### config.mk
export PLATFORM = sky130hd
export DESIGN_NAME = esm_issue_selector
export DESIGN_NICKNAME = d
export VERILOG_FILES = /design/src/rtl/esm_issue_selector.sv
export SDC_FILE = /design/constraint.sdc
export NUM_CORES = 1
export LEC_CHECK = 0
export ABC_CLOCK_PERIOD_IN_PS = 10700
export CAP_MARGIN = 20
export CORE_MARGIN = 10
export CORE_UTILIZATION = 30
export DETAILED_ROUTE_END_ITERATION = 12
export DONT_BUFFER_PORTS = 1
export GPL_ROUTABILITY_DRIVEN = 1
export SLEW_MARGIN = 0
export SYNTH_ARGS = -nofsm -noshare
export SYNTH_HDL_FRONTEND = slang
export SYNTH_SLANG_ARGS = --single-unit
export TNS_END_PERCENT = 30
### constraint.sdc
create_clock -name clk -period 10.7 [get_ports clk]
set_input_delay 2.14 -clock clk [delete_from_list [all_inputs] [get_ports clk]]
set_output_delay 2.14 -clock clk [all_outputs]
set_load 0.005 [all_outputs]
### src/rtl/esm_issue_selector.sv
// Issue selector for the ESM candidate window: takes a mask of independent slots and
// issues each set slot exactly once, starting every search at a PRNG-supplied index.
//
// state  | meaning
// IDLE   | waiting for a candidate mask; cand_ready high
// SELECT | one-cycle circular search from rnd over the remaining pending slots
// ISSUE  | issue_idx presented to the consumer, held until issue_ready
module esm_issue_selector #(
  parameter int bs = 16,
  localparam int iw = $clog2(bs)
) (
  input  logic          clk,
  input  logic          rst,
  input  logic          cand_valid,
  input  logic [0:bs-1] cand_mask,
  output logic          cand_ready,
  input  logic [iw-1:0] rnd,
  output logic          issue_valid,
  output logic [iw-1:0] issue_idx,
  input  logic          issue_ready,
  output logic          batch_done,
  output logic [0:bs-1] pending
);

  typedef enum logic [1:0] {
    IDLE   = 2'd0,
    SELECT = 2'd1,
    ISSUE  = 2'd2
  } state_t;

  state_t        state;
  state_t        state_nxt;
  logic [0:bs-1] pending_nxt;
  logic [0:bs-1] pending_cleared;
  logic [iw-1:0] idx_nxt;
  logic          valid_nxt;
  logic          done_nxt;
  logic [iw-1:0] pick_idx;
  logic [iw-1:0] probe;
  logic          found;

  assign cand_ready = (state == IDLE);

  // Circular search s, s+1, ... wrapping modulo bs through the natural iw-bit overflow.
  always_comb begin
    pick_idx = '0;
    probe    = '0;
    found    = 1'b0;
    for (int k = 0; k < bs; k++) begin
      probe = rnd + iw'(k);
      if (!found && pending[probe]) begin
        pick_idx = probe;
        found    = 1'b1;
      end
    end
  end

  always_comb begin
    pending_cleared            = pending;
    pending_cleared[issue_idx] = 1'b0;
  end

  always_comb begin
    state_nxt   = state;
    pending_nxt = pending;
    idx_nxt     = issue_idx;
    valid_nxt   = issue_valid;
    done_nxt    = 1'b0;
    case (state)
      IDLE: begin
        if (cand_valid) begin
          pending_nxt = cand_mask;
          if (cand_mask == '0) begin
            done_nxt = 1'b1;
          end else begin
            state_nxt = SELECT;
          end
        end
      end
      SELECT: begin
        idx_nxt   = pick_idx;
        valid_nxt = 1'b1;
        state_nxt = ISSUE;
      end
      ISSUE: begin
        if (issue_ready) begin
          pending_nxt = pending_cleared;
          valid_nxt   = 1'b0;
          if (pending_cleared == '0) begin
            done_nxt  = 1'b1;
            state_nxt = IDLE;
          end else begin
            state_nxt = SELECT;
          end
        end
      end
      default: begin
        state_nxt = IDLE;
        valid_nxt = 1'b0;
      end
    endcase
  end

  always_ff @(posedge clk or negedge rst) begin
    if (!rst) begin
      state <= IDLE;
    end else begin
      state <= state_nxt;
    end
  end

  always_ff @(posedge clk or negedge rst) begin
    if (!rst) begin
      pending     <= '0;
      issue_idx   <= '0;
      issue_valid <= 1'b0;
      batch_done  <= 1'b0;
    end else begin
      pending     <= pending_nxt;
      issue_idx   <= idx_nxt;
      issue_valid <= valid_nxt;
      batch_done  <= done_nxt;
    end
  end

endmodule

After elaboration in Yosys (flattened, before gate mapping). Cells that the tools add are included.

Add/subtract/negate cells: 15. Shift-type cells: 0. Muxes and demuxes: 96. Reduce and logical (&&, ||, !) cells: 38. Divide/modulo/power cells: 0. Bitwise logic cells: 20. Equal/unequal tests: 5. Multipliers: 0. Order comparisons: 18.

Operators with widths (number): 5-bit >= comparator (second input constant) (17); 4-bit NOT with 5-bit output (17); 1-bit binary-select mux with 4-bit select (16); 4-bit two-way mux (16); 1-bit two-way mux (54); 4-bit adder (second input constant) (8); 16-bit logical NOT (2); 16-bit two-way mux (2); 16-bit one-hot mux with 2 select lines (1); 4-bit by 3-bit adder with 4-bit output (second input constant) (4); 16-bit bitwise AND (1); 1-bit logical AND (16); 16-bit NOT (1); 1-bit logical NOT (15); 4-bit by 2-bit adder with 4-bit output (second input constant) (2); 2-bit two-way mux (3); 2-bit != test (second input constant) (3); 2-bit one-hot mux with 3 select lines (1); 3-bit AND reduction (2); 5-bit by 1-bit less-than comparator with 1-bit output (second input constant) (1); 4-bit by 1-bit adder with 4-bit output (second input constant) (1); 1-bit demux with 4-bit select (1); 1-bit one-hot mux with 3 select lines (1); 2-bit by 1-bit equality test with 1-bit output (second input constant) (1); other kinds (6) (6).

Memory bits (writable): 0. Output and inout bits: 23. Logic and storage cells: 197. Bits in latches: 0. Bits in read-only memories: 0. Register bits after elaboration: 24. Memories: 0. Input bits: 24.

Depth between registers and ports, before layout. Gate-level depths: netlist of the first run.

Depth after elaboration: 50. Mapped depth: 16. Mapped depth without buffers: 11.

Worst setup path before layout of the first run. No wires, ideal clock.

Path kind: input to register. Start: input port rnd[0]. End: register issue_idx[1]. Arrival: 6.341 ns. Stages on the path: 16. Buffers on the path: 5. Required time: 10.635 ns. Setup slack: 4.295 ns. Library setup time: 0.065 ns. Path through: buf_6 > buf_2 > inv_2 > ha_1 > buf_1 > clkbuf_1 > mux2i_1 > mux4_2 > mux2i_1 > or4b_4 > or4_1 > buf_2 > or2_0 > or3_1 > o21ai_1 > o21a_1.

Word-level cells in the longest chain between the ends: 50. Elaborated cells on any way between the ends: 140. Classes of those cells: add/sub (15); mux (79); bitwise (16); reduce/logical (30).

Ends and longest elaborated chain: start: declaration (line 17) `input logic [iw-1:0] rnd,`; parallel branches: the longest is 49 deep, another holds 4-bit by 1-bit adder with 4-bit output; 4-bit two-way mux (*) (line 51) `if (!found && pending[probe]) begin`; end signal: assignment (line 120) `issue_idx <= idx_nxt;`; end: declaration (line 19) `output logic [iw-1:0] issue_idx,`.

Mark *: on every way between the ends. The select of a mux whose other input is x is not followed. A chain may end at the register's enable or synchronous reset.

Final worst setup path of the first run.
Start: input port rnd[1]. End: register issue_idx[1].

The elaborated chain is that of the path after synthesis.

==> metrics, run 1 <==
number of synthesized flops with an enable pin 0; Hold Vio Cnt, Final 0; maximum clock rate 0.155 GHz; multi-input logic area 0.00262 mm^2; I/O Buffers 0; wire per inst ~21 um; CP peak stage delay 920 ps; CP endpoint kind flop; I/O Pins 47; worst r2r src pending[1]$_DFFE_PN0P_; metal2 WL 5160 um; GRT overflow 0; hold_sp issue_valid$_DFFE_PN0P_; CP required around 11,000 ps; max layer used met4; Setup Fix Bufs, Post-CTS 0; Hold Path End issue_valid$_DFFE_PN0P_; WL met3 1130 um; DRT Wirelength 11,400 um; Syn Area/Cell 8.16 um^2; Max Cap Viol 0; DRC viols 0; FP Rows 38; FF-to-FF path depth 9; PwrDens approximately 290 mW/mm^2; die area 0.0159 mm^2; post_cts resized 0; Final Setup Violations 0; relative slew slack 34.6%; clk_lat worst skew 260 ps; clock root buffer master clkbuf_16; Worst-Margin Slew ~980 ps; Fillers 1,171; cts hold-fix bufs 0; HPWL after DPL 8640 um; RSZ-0062 raised after global routing false; Pins Over Slew Limit 0; kind of critical path input port to flop; Yosys top cell area share 17.8%; Setup TNS 0 ps; Leakage Power 1.38 nW; peak supply drop 0.152 mV; crit-path max FO 21; largest net degree at the start of global routing 25; final instance area 0.00356 mm^2; Final Cycle Share 60.2%; Final GP Congestion approximately 0.92; Tmin final 6440 ps; status complete, no violations; Critical Path AT 6650 ps; register area between 600 and 700 um^2; sequential fraction of the synthesis area 17.8%; post-synthesis instance area 0.00337 mm^2; yosys warns 0; CP max stage cell ha_1; post-route worst setup slack 4260 ps; Mapped Nets 444; ys async rst share 100%; worst min-delay path class flop to flop; antenna violations before repair 0; final core occ 32.6%; Critical Path Stages 10; Placed Area 0.00346 mm^2; Gate Count Post-Synth between 400 and 500; skew final 9.36 ps; Most used DFF post-synth dfrtp_1; Diodes inserted 0; Distinct cells, synth 69; TritonCTS clock tree done; Seq cells post-synth 24; first-pass GRT wire length 18,400 um; CP top delay family simple AND/OR/NAND/NOR gates; worst reg2reg setup slack 6400 ps; M1 WL 4730 um; Power, Total between 1 and 1.5 mW; Die X 126 um; cts bufs inserted 3; layout cells sized above 1 9.05%; Min-Delay Path Depth 1; ANT nets after route 0; initial drt markers 272; Sink Count 24; maximum clock path buffer count 2; top post-synthesis cells by count 53 x nand2_1, 34 x nor2_1, 32 x a21oi_1, 32 x o21ai_0, 25 x mux2i_1; die height 126 um; total number of vias between 3,000 and 4,000; CP dominant cell by count mux4_2; Setup crit start kind input port; vias in the first global route 3,358; Clock Pin Slew Worst Setup and Hold Paths 70 ps; DP Worst Slack 4030 ps; top-count cell post-synth nand2_1; worst reg2reg path endpoint issue_idx[1]$_DFFE_PN0P_; total track usage a little over an eighth; Area contributors post-synth dfrtp_1 18%, mux4_2 8.0%, mux2i_1 7.4%; synth-to-layout area growth 5.64%; H-tree depth 1; worst path bufs/invs 1; dominant cell type by area after synthesis dfrtp_1; Initial Util 30.8%; Vias/cell 6.40; router iterations before antenna repair 5; cells along the critical path inv_1 -> ha_1 -> mux4_2 -> mux4_2 -> or4b_4 -> or4_1 -> or2_0 -> or3_1 -> o21ai_1 -> o21a_1; # nets final 430; Core Area 0.0109 mm^2
[cells in the final DEF, fill, tap and decap left out, types with 8 or more instances in the layout]
cell type  synthesis  layout
a21oi_1           32      32
a31oi_1           13      13
dfrtp_1           24      24
inv_1             14      14
mux2_2            10      10
mux2i_1           25      25
mux4_1             8       8
mux4_2            12      12
nand2_1           53      53
nand2b_1          10      10
nand3_1            8       8
nor2_1            34      34
nor2b_1            8       8
o21ai_0           32      32
[metal layers]
layer | vias up | GRT usage, %
met5 | - | 0
met3 | 29 | 3.90
met1 | 1677 | 17.1
li1 | 1558 | -
met2 | 177 | 21.9
met4 | 0 | 4.42
[cell families (layout without fill, tap and decap cells)]
group,count (synthesis),count (layout),synth area share [%]
flops,24,24,17.8
compound gates,131,131,25.2
xor+xnor,8,8,2.08
fa+ha+maj,7,7,2.60
mux,56,56,25.4
buf+inv,35,20,4.45
simple gates,152,152,22.4
[power by group]
part | switching (mW) | total [mW] | internal, mW
logic | 0.388 | 0.665 | 0.277
registers | 0.133 | 0.265 | 0.132
clock network | 0.0349 | 0.109 | 0.0745
[registers in the layout, indices dropped and copies added (netlist names)]
name / count
pending: 16
issue_idx: 4
state: 2
batch_done: 1
issue_valid: 1
[final cells by class]
cell class              count  share of cell area [%]
multi-input cells         354                    73.6
flip-flops and latches     24                    16.9
well taps                 140                    4.92
clock buffers               3                    2.11
inverters                  16                    1.69
clock inverters             1                   0.843
[worst max path at each step]
stage | startpoint | to | slack, ps
2_1_floorplan | rnd[0] | issue_idx[1]$_DFFE_PN0P_ | 4290
3_3_place_gp | rnd[1] | issue_idx[1]$_DFFE_PN0P_ | 4090
3_5_place_dp | rnd[1] | issue_idx[1]$_DFFE_PN0P_ | 4030
4_1_cts | rnd[1] | issue_idx[1]$_DFFE_PN0P_ | 4290
5_1_grt | rnd[1] | issue_idx[1]$_DFFE_PN0P_ | 4010
6_report | rnd[1] | issue_idx[1]$_DFFE_PN0P_ | 4260
[per-stage QoR]
step	cells	hold WS (ps)
3_5_place_dp	534	513
3_3_place_gp	534	512
5_1_grt	538	556
4_1_cts	538	535
2_1_floorplan	413	474
6_report	538	522
Note: power is estimated with default switching activity, not from simulation.
==> inputs of run 2 (changes only) <==
- ABC_CLOCK_PERIOD_IN_PS: 10700 -> 5150
- clock period: 10.7 -> 5.15 ns (I/O delays scaled with it)
==> run 2 against run 1 <==
  * Sequential power is 100% higher
  * Sequential share of layout area shrank 0.48 points
  * Die area did not move
  * Largest cell class unchanged
  * Largest power group unchanged
  * Highest routed layer unchanged
==> metrics, run 2 (synthesis results as in run 1) <==
Max Cap Viol 0; peak supply drop roughly 0.34 mV; Setup crit start kind input port; FP Rows 38; Final Setup Violations 0; vias in the first global route 3,337; layout cells sized above 1 about 12%; GRT overflow 0; Setup TNS 0 ps; clk_lat worst skew 260 ps; max reg flops 16; DRC viols 0; biggest regs pending x16, issue_idx x4, state x2; TritonCTS clock tree done; Initial Util 30.8%; die area 0.0159 mm^2; Leakage Power ~1.5 nW; skew final 2.57 ps; most common cell after layout, fill and taps aside nand2_1; status complete, no violations; DP Worst Slack ~160 ps; Setup Fix Bufs, Post-CTS 0; CP required 5350 ps; post-route worst setup slack approximately 380 ps; I/O Pins 47; Tmin final 4770 ps; CP endpoint kind flop; Final GP Congestion 0.981; total track usage 13.4%; Fillers around 1,100; Die X 126 um; Top reg by flops pending; PwrDens 596 mW/mm^2; kind of critical path input port to flop; Diodes inserted 0; Worst-Margin Slew 940 ps; DRT Wirelength approximately 11,000 um; crit-path max FO 21; # nets final 444; Critical Path AT 4970 ps; post_cts resized 0; largest net degree at the start of global routing 25; wire per inst 20.1 um; Final Cycle Share 92.6%; Hold Vio Cnt, Final 0; die height 126 um; most frequent cells in the layout 53 x nand2_1, 34 x nor2_1, 32 x o21ai_0, 32 x a21oi_1, 25 x mux2i_1; RSZ-0062 raised after global routing false; router iterations before antenna repair 4; Vias/cell 6.16; cts hold-fix bufs 0; HPWL after DPL 8530 um; worst min-delay path class input port to asynchronous set/reset pin; H-tree depth 1; first-pass GRT wire length 18,100 um; relative slew slack 37.1%; maximum clock rate 0.210 GHz; antenna violations before repair 0; total number of vias 3,400; Clock Pin Slew Worst Setup and Hold Paths 70 ps; ANT nets after route 0; synth-to-layout area growth 8.76%; clock root buffer master clkbuf_16; cts bufs inserted 3; I/O Buffers 0; initial drt markers 186; Pins Over Slew Limit 0; Core Area approximately 0.011 mm^2; maximum clock path buffer count 2; Sink Count 24
[run 2: area by class of cell]
cell class / count / area [um^2] / area share, %
Multi-Input combinational cell: 354 / 2620 / 71.5
Sequential cell: 24 / 601 / 16.4
Tap cell: 140 / 175 / 4.78
Timing Repair Buffer: 14 / 105 / 2.87
Clock buffer: 3 / 75.1 / 2.05
Inverter: 16 / 60.1 / 1.64
Clock inverter: 1 / 30.0 / 0.819
[run 2: where the power goes]
| part | leakage, nW | total, mW | switching, mW | internal, mW |
|---|---|---|---|---|
| combinational | 1.10 | 1.42 | 0.806 | 0.618 |
| clock | 0.0511 | 0.224 | 0.0696 | 0.155 |
| sequential | 0.295 | 0.537 | 0.262 | 0.275 |
| total | 1.45 | 2.19 | 1.14 | 1.05 |
[run 2: metal layers]
layer | track usage [%] | routed length (um) | share of wire [%]
met2 | 21.5 | 5040 | 45
met5 | 0 | 0 | 0
met4 | 6.10 | 452 | 4.1
met1 | 16.3 | 4550 | 41
met3 | 3.82 | 1040 | 9.4
[run 2: path summary, 6_finish.rpt]
path | start | endpoint | slack [ps] | depth (start not counted)
min in group clk | issue_valid$_DFFE_PN0P_ | issue_valid$_DFFE_PN0P_ | 520 | 1
setup reg to reg | pending[15]$_DFFE_PN0P_ | issue_idx[1]$_DFFE_PN0P_ | 1010 | 8
max in group asynchronous | rst | pending[7]$_DFFE_PN0P_ | 4620 | 0
hold / removal | rst | batch_done$_DFF_PN0_ | 460 | 0
setup / recovery | rnd[0] | issue_idx[1]$_DFFE_PN0P_ | 380 | 11
hold reg to reg | issue_valid$_DFFE_PN0P_ | issue_valid$_DFFE_PN0P_ | 520 | 1
[run 2: through the flow]
| step | hold WS, ps | utilization [%] | instance area, um^2 | total power, mW | std cells |
|---|---|---|---|---|---|
| after floorplan | 474 | - | 3370 | 1.51 | 413 |
| after global placement | 511 | 32.6 | 3560 | 1.94 | 548 |
| after global routing | 449 | 33.5 | 3670 | 2.38 | 552 |
| final | 457 | 33.5 | 3670 | 2.19 | 552 |
| after CTS | 459 | 33.5 | 3670 | 2.16 | 552 |
| after detailed placement | 513 | 32.6 | 3560 | 1.93 | 548 |
[run 2: critical path: stages]
cell and delay (ps):
inv_2 70, ha_1 440, buf_4 310, mux4_2 350
mux4_2 540, or4b_4 550, or4_1 700, or2_0 290
or3_1 400, o21ai_1 130, o21a_1 140
